$ cat config.mk
export PLATFORM = sky130hd
export DESIGN_NAME = image_receiver
export DESIGN_NICKNAME = d
export VERILOG_FILES = /design/src/rtl/image_link_pkg.sv /design/src/rtl/uart_rx.sv /design/src/rtl/image_receiver.sv
export SDC_FILE = /design/constraint.sdc
export NUM_CORES = 1
export LEC_CHECK = 0
export ABC_CLOCK_PERIOD_IN_PS = 3400
export CORE_ASPECT_RATIO = 1.2
export CORE_MARGIN = 2
export CORE_UTILIZATION = 54
export CTS_BUF_LIST = sky130_fd_sc_hd__clkbuf_8
export CTS_CLUSTER_SIZE = 24
export DETAILED_ROUTE_END_ITERATION = 8
export GPL_TIMING_DRIVEN = 0
export PLACE_DENSITY = 0.76
export SLEW_MARGIN = 20
export SYNTH_ARGS = -nofsm -noshare
export SYNTH_HDL_FRONTEND = slang
export SYNTH_SLANG_ARGS = --single-unit
$ cat constraint.sdc
create_clock -name clk -period 3.4 [get_ports clk]
set_input_delay 0.68 -clock clk [delete_from_list [all_inputs] [get_ports clk]]
set_output_delay 0.68 -clock clk [all_outputs]
set_load 0.01 [all_outputs]
$ cat src/rtl/image_link_pkg.sv
// Shared constants and state types for the FPGA<->Nano image link receiver.
package image_link_pkg;

    localparam int CLKS_PER_BIT_50M_9600 = 5208;
    localparam int IMG_W                 = 320;
    localparam int IMG_H                 = 240;
    localparam int NUM_PIXELS            = IMG_W * IMG_H;
    localparam int PIX_W                 = 12;
    localparam int ADDR_W                = 17;

    typedef enum logic [1:0] {IDLE, START, DATA, STOP} rx_state_t;
    typedef enum logic       {WAIT_HI, WAIT_LO}         asm_state_t;

endpackage

$ cat src/rtl/uart_rx.sv
// 8N1 UART receiver: two-flop input synchroniser plus a mid-bit sampling FSM.
module uart_rx
    import image_link_pkg::*;
#(
    parameter int CLKS_PER_BIT = CLKS_PER_BIT_50M_9600
) (
    input  logic       clk,
    input  logic       rst,
    input  logic       uart_in,
    output logic [7:0] rx_byte,
    output logic       byte_valid,
    output logic       frame_err
);

    localparam int                CNT_W = $clog2(CLKS_PER_BIT);
    localparam logic [CNT_W-1:0]  HALF  = CNT_W'(CLKS_PER_BIT / 2);
    localparam logic [CNT_W-1:0]  LAST  = CNT_W'(CLKS_PER_BIT - 1);

    logic             sync1;
    logic             line;
    rx_state_t        state;
    logic [CNT_W-1:0] cnt;
    logic [2:0]       bit_idx;
    logic             wait_high;

    // NOTE: every register here is assigned with <= so all flops update from
    // the same pre-edge values; blocking assignments would chain them.
    always_ff @(posedge clk) begin
        if (!rst) begin
            sync1      <= 1'b1;
            line       <= 1'b1;
            state      <= IDLE;
            cnt        <= '0;
            bit_idx    <= '0;
            rx_byte    <= '0;
            byte_valid <= 1'b0;
            frame_err  <= 1'b0;
            wait_high  <= 1'b0;
        end else begin
            sync1      <= uart_in;
            line       <= sync1;
            byte_valid <= 1'b0;
            frame_err  <= 1'b0;

            case (state)
                IDLE: begin
                    cnt     <= '0;
                    bit_idx <= '0;
                    // After a bad stop bit the line may still be low; don't
                    // mistake that for a new start bit.
                    if (wait_high) begin
                        if (line) wait_high <= 1'b0;
                    end else if (!line) begin
                        state <= START;
                    end
                end

                START: begin
                    if (cnt == HALF) begin
                        cnt   <= '0;
                        state <= line ? IDLE : DATA;
                    end else begin
                        cnt <= cnt + 1'b1;
                    end
                end

                DATA: begin
                    if (cnt == LAST) begin
                        cnt     <= '0;
                        rx_byte <= {line, rx_byte[7:1]};
                        bit_idx <= bit_idx + 3'd1;
                        if (bit_idx == 3'd7) state <= STOP;
                    end else begin
                        cnt <= cnt + 1'b1;
                    end
                end

                STOP: begin
                    if (cnt == LAST) begin
                        cnt   <= '0;
                        state <= IDLE;
                        if (line) begin
                            byte_valid <= 1'b1;
                        end else begin
                            frame_err <= 1'b1;
                            wait_high <= 1'b1;
                        end
                    end else begin
                        cnt <= cnt + 1'b1;
                    end
                end

                default: state <= IDLE;
            endcase
        end
    end

endmodule

$ cat src/rtl/image_receiver.sv
// Reassembles 12-bit pixels from hi/lo UART bytes and writes them sequentially
// into the frame buffer, flagging end-of-image and link errors.
module image_receiver #(
    parameter int CLKS_PER_BIT = image_link_pkg::CLKS_PER_BIT_50M_9600,
    parameter int NUM_PIXELS   = image_link_pkg::NUM_PIXELS,
    parameter int TIMEOUT_BITS = 20
) (
    input  logic                               clk,
    input  logic                               rst,
    input  logic                               uart_in,
    output logic [image_link_pkg::PIX_W-1:0]   pixel,
    output logic [image_link_pkg::ADDR_W-1:0]  address,
    output logic                               wr_en,
    output logic                               image_done,
    output logic                               frame_err,
    output logic                               sync_err
);
    import image_link_pkg::*;

    localparam int                 TIMEOUT_CYC = TIMEOUT_BITS * CLKS_PER_BIT;
    localparam int                 TO_W        = $clog2(TIMEOUT_CYC);
    localparam logic [TO_W-1:0]    TO_LAST     = TO_W'(TIMEOUT_CYC - 1);
    localparam logic [ADDR_W-1:0]  ADDR_LAST   = ADDR_W'(NUM_PIXELS - 1);

    logic [7:0]      rx_byte;
    logic            byte_valid;
    asm_state_t      asm_state;
    logic [3:0]      nibble;
    logic [TO_W-1:0] tcnt;

    uart_rx #(
        .CLKS_PER_BIT (CLKS_PER_BIT)
    ) u_uart_rx (
        .clk        (clk),
        .rst        (rst),
        .uart_in    (uart_in),
        .rx_byte    (rx_byte),
        .byte_valid (byte_valid),
        .frame_err  (frame_err)
    );

    always_ff @(posedge clk) begin
        if (!rst) begin
            asm_state  <= WAIT_HI;
            nibble     <= '0;
            tcnt       <= '0;
            pixel      <= '0;
            address    <= '0;
            wr_en      <= 1'b0;
            image_done <= 1'b0;
            sync_err   <= 1'b0;
        end else begin
            wr_en      <= 1'b0;
            image_done <= 1'b0;
            sync_err   <= 1'b0;

            // Address advances the cycle after a write so it is stable with wr_en.
            if (wr_en) address <= (address == ADDR_LAST) ? '0 : address + 1'b1;

            case (asm_state)
                WAIT_HI: begin
                    tcnt <= '0;
                    if (byte_valid) begin
                        if (rx_byte[7:4] == 4'h0) begin
                            nibble    <= rx_byte[3:0];
                            asm_state <= WAIT_LO;
                        end else begin
                            sync_err <= 1'b1;
                        end
                    end
                end

                WAIT_LO: begin
                    if (byte_valid) begin
                        pixel      <= {nibble, rx_byte};
                        wr_en      <= 1'b1;
                        image_done <= (address == ADDR_LAST);
                        asm_state  <= WAIT_HI;
                    end else if (frame_err) begin
                        asm_state <= WAIT_HI;
                    end else if (tcnt == TO_LAST) begin
                        sync_err  <= 1'b1;
                        asm_state <= WAIT_HI;
                    end else begin
                        tcnt <= tcnt + 1'b1;
                    end
                end

                default: asm_state <= WAIT_HI;
            endcase
        end
    end

endmodule
==> results of run 1 <==
worst paths after layout:
check        slack, ps            start             end
max               1290      address[10]     address[14]
min                430  u_uart_rx.sync1  u_uart_rx.line
max reg2reg       1290      address[10]     address[14]
min reg2reg        430  u_uart_rx.sync1  u_uart_rx.line
metal layers:
metal	share of wire [%]	wire length, microns
met5	0	0
met3	3.6	278
met2	50	3810
met4	2.5	192
met1	44	3400
power by group:
group          internal, mW  switching [mW]  total [mW]
sequential            0.997         0.00175       0.999
clock                 0.291           0.420       0.712
combinational       0.00623          0.0179      0.0241
per-stage QoR:
stage | power [mW] | std cells
floorplan | 1.04 | 417
detailed placement | 1.05 | 538
global route | 1.79 | 554
CTS | 1.75 | 554
global placement | 1.05 | 538
finish | 1.73 | 554
layout make-up:
class | count | share of cell area (%)
Multi-Input combinational cell | 303 | 43.1
Sequential cell | 85 | 39.1
Timing Repair Buffer | 34 | 7.82
Clock buffer | 9 | 2.85
Tap cell | 87 | 2.50
Buffer | 22 | 2.13
Clock inverter | 7 | 1.87
Inverter | 7 | 0.604
flip-flops by register name (all words and copies together) (netlist names), named ones only:
name,count
address,17
asm_state,1
image_done,1
nibble,4
pixel,12
sync_err,1
tcnt,17
u_uart_rx.bit_idx,3
u_uart_rx.byte_valid,1
u_uart_rx.cnt,13
u_uart_rx.frame_err,1
u_uart_rx.line,1
u_uart_rx.rx_byte,8
u_uart_rx.state,1
u_uart_rx.sync1,1
u_uart_rx.wait_high,1
wr_en,1
cell families (layout without fill, tap and decap cells):
logic type,after synthesis,count (layout),share of synthesized area [%]
muxes,13,13,3.52
and+or+nand+nor,202,202,29.1
DFF,85,85,46.0
xor gates and xnor gates,30,30,7.11
AOI/OAI and AO/OA,52,52,8.94
buffers and inverters,29,79,3.22
adders and majority gates,6,6,2.03
cell usage in the layout, fill, tap and decap left out, types with 4 or more instances in the layout:
cell / instances
sky130_fd_sc_hd__a21oi_1: 24
sky130_fd_sc_hd__and2_1: 5
sky130_fd_sc_hd__and3_1: 4
sky130_fd_sc_hd__and4_1: 5
sky130_fd_sc_hd__clkbuf_1: 18
sky130_fd_sc_hd__clkbuf_8: 9
sky130_fd_sc_hd__clkdlybuf4s50_1: 34
sky130_fd_sc_hd__dfxtp_1: 85
sky130_fd_sc_hd__ha_1: 6
sky130_fd_sc_hd__inv_1: 7
sky130_fd_sc_hd__mux2i_1: 13
sky130_fd_sc_hd__nand2_1: 47
sky130_fd_sc_hd__nand3_1: 18
sky130_fd_sc_hd__nand4_1: 27
sky130_fd_sc_hd__nor2_1: 56
sky130_fd_sc_hd__nor3_1: 4
sky130_fd_sc_hd__nor4_1: 8
sky130_fd_sc_hd__o211ai_1: 4
sky130_fd_sc_hd__o21ai_0: 8
sky130_fd_sc_hd__o31ai_1: 5
sky130_fd_sc_hd__or4_1: 6
sky130_fd_sc_hd__xnor2_1: 13
sky130_fd_sc_hd__xor2_1: 17
critical path: stages, from the launching register on:
cell and delay [ps]:
sky130_fd_sc_hd__dfxtp_1 320, sky130_fd_sc_hd__clkbuf_1 180, sky130_fd_sc_hd__nor2_1 140, sky130_fd_sc_hd__nand4_1 140, sky130_fd_sc_hd__o41ai_2 670, sky130_fd_sc_hd__clkbuf_1 430
sky130_fd_sc_hd__nor2_1 100
==> run summary, run 1 <==
The flow ran to the end, and the final reports show no timing, DRC or antenna violations. Number of maximum-capacitance constraint violations: 0. Once the floorplan was initialized, standard cells occupied 54.9% of the core. The tools report the final count of pins violating max slew as 0. The min-delay analysis places its worst path in the category register to register.

The logs give 0 for the remaining antenna violation count and 417 for the gate count after technology mapping. Row generation in the floorplan step produced 33 rows. The routed design has 7680 microns of wire. For this design the top-level I/O count stands at 36. The tools report the initial antenna violation count as 0. The tools report the startpoint kind of the worst setup timing path as a register.

The H-tree depth reported by CTS was 3. The peak ir drop on the vdd network is 0.342 mV. The number of hold buffers added after CTS was 0. TritonCTS built the clock tree.

The repair_antennas step left the layout with diodes totalling 0. In this run, CTS created clock tree buffers numbering 9. The violation count after the first detailed-routing iteration is 160, and the minimum period implied by the final worst setup slack is 2110 ps.

STA puts the critical path data required time at 3640 ps. In this run the standard cell core region covers 6730 sq um. Detailed placement ended at an HPWL of 5460 microns.

The clock skew after layout was 15.7 ps; the static leakage was 1.51 nW. The number of hold-slack violations in the final timing report was 0. The routed layout has 3135 vias. The number of warning messages in the yosys log is 0, and the worst hold path cell count is 1. The flip-flop and latch count after synthesis is 85. Dominant cell type by area after synthesis: sky130_fd_sc_hd__dfxtp_1. The clock latency on the worst-skew pair was 370 ps. The total clock sinks is 85, and the maximum count of clock buffers along a single path is 2. The tree is rooted in a sky130_fd_sc_hd__clkbuf_8. At the pin with the least slew margin, the transition time is 620 ps. Entering global routing, the biggest net connects 19 pins. The post-cts repair resize count was 0; the horizontal die dimension was 79.5 microns.

In this run, synthesis inferred 0 flip-flops with an integrated enable. The number of nets handed over by synthesis was 426. Of the synthesized area, sequential elements account for 46.0%. The run gives 0 as the final setup violation count. Counting cells, the worst reg-to-reg path comes to 6. Power spread over the standard cell area amounts to 399 nW/um^2. Routability-driven placement finished with a final weighted congestion of 0.797.

The routed wire length per instance was 13.9 microns. The average instance in the mapped netlist occupies 8.86 sq um. By instance count, the leading cell after synthesis is sky130_fd_sc_hd__dfxtp_1. The critical path class was register to register.

Across the whole layout, storage elements account for 1700 sq um. STA puts the critical path data arrival time at 2350 ps. Area used by multi-input combinational logic: 1880 sq um. After synthesis, the most frequently instantiated cells are sky130_fd_sc_hd__dfxtp_1, sky130_fd_sc_hd__nor2_1, sky130_fd_sc_hd__nand2_1. Global routing used 37.5% of the available met2 tracks.

The first global-routing pass estimated 12900 microns of wire. Final cell utilization of the core: 64.6%. Setup repair after global routing left no endpoint under its margin. The quantity of I/O buffers inserted on ports came out at 34. The count of distinct cell types in the synthesized netlist is 47, and the detailed-route vias per instance is 5.66.

Global routing consumed, over all layers together, 21.6% of the routing resources. Hold is met by 430 ps. The post-route cell area was 4350 sq um; the area added between synthesis and finish was 17.7%.

In the final design database the tool counted 471 nets. For this run, global-route usage on met3 was measured as 4.11%. Ranked by total cell area, the synthesized netlist is headed by sky130_fd_sc_hd__dfxtp_1, sky130_fd_sc_hd__nor2_1, sky130_fd_sc_hd__nand2_1. Summing all placed instances gives a cell area of 4150 sq um. The layout cell share with drive strength beyond 1 came out at 6.85%.

In the final timing run, aggregate negative setup slack is 0 ps. For the cell area after synthesis, the log shows 3700 sq um. For the via count of the first global-routing pass, the log shows 2939.

Y dimension of the die: 94.6 microns. In this run the worst path has a maximum fanout of 10. The part of the cycle the worst path needs works out to 62.0%. Clock-pin slew was measured on the worst setup and hold paths at 100 ps. After layout, the worst setup slack is 1290 ps.

Most heavily used metal layer in global routing: met2. The overall overflow remaining after global route is 0. The share of the synthesized area in the top cell type works out to 46.0%. The worst setup path is captured at a register. In the synthesized netlist the dominant register cell turns out to be sky130_fd_sc_hd__dfxtp_1.

The first detailed-routing pass ran for 4 iterations. After detailed routing, the number of remaining DRC violations is 0. The run gives 7530 sq um as the area of the die.

The met1 demand-to-capacity share in global routing was 25.3%; the share of synthesized registers carrying an async set or reset was 0%. Derived from the worst setup path, the maximum achievable clock frequency is 474 MHz. For the worst slew margin relative to its limit, the log shows 58.2%.

The logs give 0 for the number of buffers added for setup after CTS and 1300 ps for the worst setup slack before clock tree synthesis. The run gives 566 as the filler cell count.
Note: power is estimated with default switching activity, not from simulation.
==> inputs of run 2 (changes only) <==
--- a/config.mk
+++ b/config.mk
@@ -5,15 +5,15 @@
 export SDC_FILE = /design/constraint.sdc
 export NUM_CORES = 1
 export LEC_CHECK = 0
-export ABC_CLOCK_PERIOD_IN_PS = 3400
+export ABC_CLOCK_PERIOD_IN_PS = 1900
 export CORE_ASPECT_RATIO = 1.2
 export CORE_MARGIN = 2
-export CORE_UTILIZATION = 54
+export CORE_UTILIZATION = 53
 export CTS_BUF_LIST = sky130_fd_sc_hd__clkbuf_8
 export CTS_CLUSTER_SIZE = 24
 export DETAILED_ROUTE_END_ITERATION = 8
 export GPL_TIMING_DRIVEN = 0
-export PLACE_DENSITY = 0.76
+export PLACE_DENSITY = 0.78
 export SLEW_MARGIN = 20
 export SYNTH_ARGS = -nofsm -noshare
 export SYNTH_HDL_FRONTEND = slang
==> constraint.sdc (replaced) <==
create_clock -name clk -period 1.9 [get_ports clk]
set_input_delay 0.38 -clock clk [delete_from_list [all_inputs] [get_ports clk]]
set_output_delay 0.38 -clock clk [all_outputs]
set_load 0.01 [all_outputs]
==> run 2 against run 1 <==
  * Register-to-register slack worse by 1200 ps
  * Critical path depth down 1
  * Critical endpoint is now tcnt[1]
  * Total power up 90%
  * Non-clock buffer count up 3
  * Wire length up 0.61%
==> run summary, run 2 (same netlist as run 1, synthesis figures left out) <==
The run finished with clean final reports. The area added between synthesis and finish was 21.2%; the internal portion of total power was 2.56 mW (+98%). The net switching component of the power is 0.737 mW (+67%), and the post-DP HPWL is 5310 microns (-2.7%). The quantity of I/O buffers inserted on ports was 34 (unchanged); the clock-pin slew reported for the worst setup and hold paths after clock tree synthesis was 100 ps (about the same).

The run gives 2140 ps (-1500 ps) as the required time at the worst-slack endpoint. The tightest min-delay check is of the register to register type. Worst hold slack after final layout: 432 ps (+1.08 ps).

The setup total negative slack is 0 ps (unchanged). The detailed-route vias per instance works out to 5.72 (+1.0%). The routed wire length per instance is 13.9 microns (about the same). CTS placed an instance of sky130_fd_sc_hd__clkbuf_8 at the clock tree root.

The logs give 0 (unchanged) for the number of hold-slack violations in the final timing report and 3.30 mW (+90%) for the final total power. The signal on the critical path passes through buf_6 -> or4b_4 -> or4_4 -> nand4_1 -> o21ai_0. The remaining antenna violation count came out at 0 (unchanged). The DRC violation count after routing is 0 (unchanged), and the worst slew margin relative to its limit is 66.9% (+8.7 points). The number of buffers created by CTS was 9 (unchanged). The logs give 2976 (+1.3%) for the via count of the first global-routing pass and 2070 ps (-280 ps) for the arrival time of the worst setup path. The clock group share of total power came out at 44.3% (+3.3 points). The H-tree depth reported by CTS came out at 3 (unchanged).

The tools report the clock latency on the worst-skew pair as 370 ps (about the same). The part of the cycle the worst path needs was 96.3% (+34 points); the sequential share of power was 54.2% (-3.4 points). The initial antenna violation count is 0 (unchanged). In the layout the commonest cells are sky130_fd_sc_hd__dfxtp_1, sky130_fd_sc_hd__nor2_1, sky130_fd_sc_hd__nand2_1.

The critical path class is register to register. The top-level port count was 36 (unchanged). The peak ir drop on the vdd network came out at 0.487 mV (+42%). The area of the die is 7660 sq um (+1.8%), and the static leakage is 1.56 nW (+3.7%). The tools report the length of the first detailed-routing pass in iterations as 4 (unchanged). Hold buffer count at cts: 0 (unchanged). The area inside the core boundary is 6810 sq um (+1.2%).

The final cell utilization of the core was 65.7% (+1.1 points); the clock skew after layout was 14.1 ps (-1.67 ps). The most common library cell in the layout ignoring fill and taps was sky130_fd_sc_hd__dfxtp_1. Overall overflow remaining after global route: 0 (unchanged). TritonCTS built the clock tree.

The global placer's final weighted congestion was 0.846 (+6.2%). The all-layer global routing usage was 21.3% (-0.38 points). The run gives 3185 (+1.6%) as the via total after detailed routing. The y dimension of the die was 95.5 microns (+0.90%); the net switching fraction of the power was 22.4% (-3.0 points).

Setup repair after global routing left no endpoint under its margin. The minimum period implied by the final worst setup slack came out at 1830 ps (-278 ps). STA classifies the critical path endpoint as a register. Buffers plus inverters on the worst setup path: 1 (-1).

For the initial core utilization, the log shows 54.3% (-0.67 points). The number of placement rows came out at 33 (unchanged). STA classifies the critical path startpoint as a register.

The transition time of the tightest slew-check pin came out at 492 ps (-128 ps). The run gives 547 MHz (+15%) as the highest clock rate. The total number of nets in the final design was 474 (+0.64%); the combinational fraction of design power was 1.5% (about the same). Final setup violation count: 0 (unchanged).

The largest registers in the layout are address (17), tcnt (17), u_uart_rx.cnt (13). Horizontal die dimension: 80.2 microns (+0.89%). The wire length after detailed routing was 7730 microns (+0.61%). Number of diodes: 0 (unchanged). The longest individual stage delay on the worst path is 570 ps (-100 ps), and the number of maximum-capacitance constraint violations is 0 (unchanged). For the violation count after the first detailed-routing iteration, the log shows 151 (-5.6%).

Maximum count of clock buffers along a single path: 2 (unchanged). Master of the slowest instance on the critical path: sky130_fd_sc_hd__or4b_4. The total power divided by cell area came out at 736 nW/um^2 (+85%).

For the pin count of the biggest net entering global routing, the log shows 17 (-2). In this design, the largest share of critical-path delay is due to simple AND/OR/NAND/NOR gates. The filler cell count was 544 (-3.9%); the biggest fanout along the worst timing path was 9 (-1).

The global-route wire length before repair was 13100 microns (+1.2%); the layout cell share with drive strength beyond 1 was 10.9% (+4.0 points). The tools report the total clock sinks as 85 (unchanged). For the final count of pins violating max slew, the log shows 0 (unchanged).
-- run 2: final timing paths --
kind                    end  cells after the start             from  slack (ps)
max                 tcnt[1]                      5          tcnt[5]          70
min          u_uart_rx.line                      1  u_uart_rx.sync1         430
max reg2reg         tcnt[1]                      5          tcnt[5]          70
min reg2reg  u_uart_rx.line                      1  u_uart_rx.sync1         430
-- run 2: final cells by class --
class                           count  area (sq um)  area share (%)
Buffer                             20          93.8            2.10
Clock buffer                        9           124            2.77
Clock inverter                      7           105            2.35
Inverter                            7          26.3           0.587
Multi-Input combinational cell    303          1940            43.3
Sequential cell                    85          1700            38.0
Tap cell                           87           109            2.43
Timing Repair Buffer               39           378            8.44
-- run 2: power by group through the flow --
| stage | logic [mW] | registers, mW | clock network (mW) |
|---|---|---|---|
| global placement | 0.0420 | 1.83 | 0 |
| global route | 0.0555 | 1.79 | 1.53 |
| detailed placement | 0.0426 | 1.83 | 0 |
| floorplan | 0.0300 | 1.83 | 0 |
| finish | 0.0498 | 1.79 | 1.46 |
| CTS | 0.0458 | 1.79 | 1.48 |
-- run 2: per-layer routing --
| layer | GRT usage (%) | share of wire, % | vias to the layer above |
|---|---|---|---|
| li1 | - | - | 1585 |
| met1 | 25.7 | 45 | 1513 |
| met2 | 37.0 | 50 | 72 |
| met3 | 4.73 | 3.6 | 15 |
| met4 | 7.63 | 1.7 | 0 |
| met5 | 0 | 0 | - |
-- run 2: metrics by stage --
stage,instances,setup slack [ps],cell area (sq um)
3_3_place_gp,538,-145,4150
3_5_place_dp,538,-179,4150
2_1_floorplan,417,138,3700
5_1_grt,557,9.96,4480
6_report,557,70.5,4480
4_1_cts,556,21.3,4410
-- run 2: repair_timing --
action,4_1_cts,5_1_grt
gates resized for setup,3,18
buffers inserted,3,2
cloned,0,0
setup endpoints to repair,26,26
pin swaps,2,2
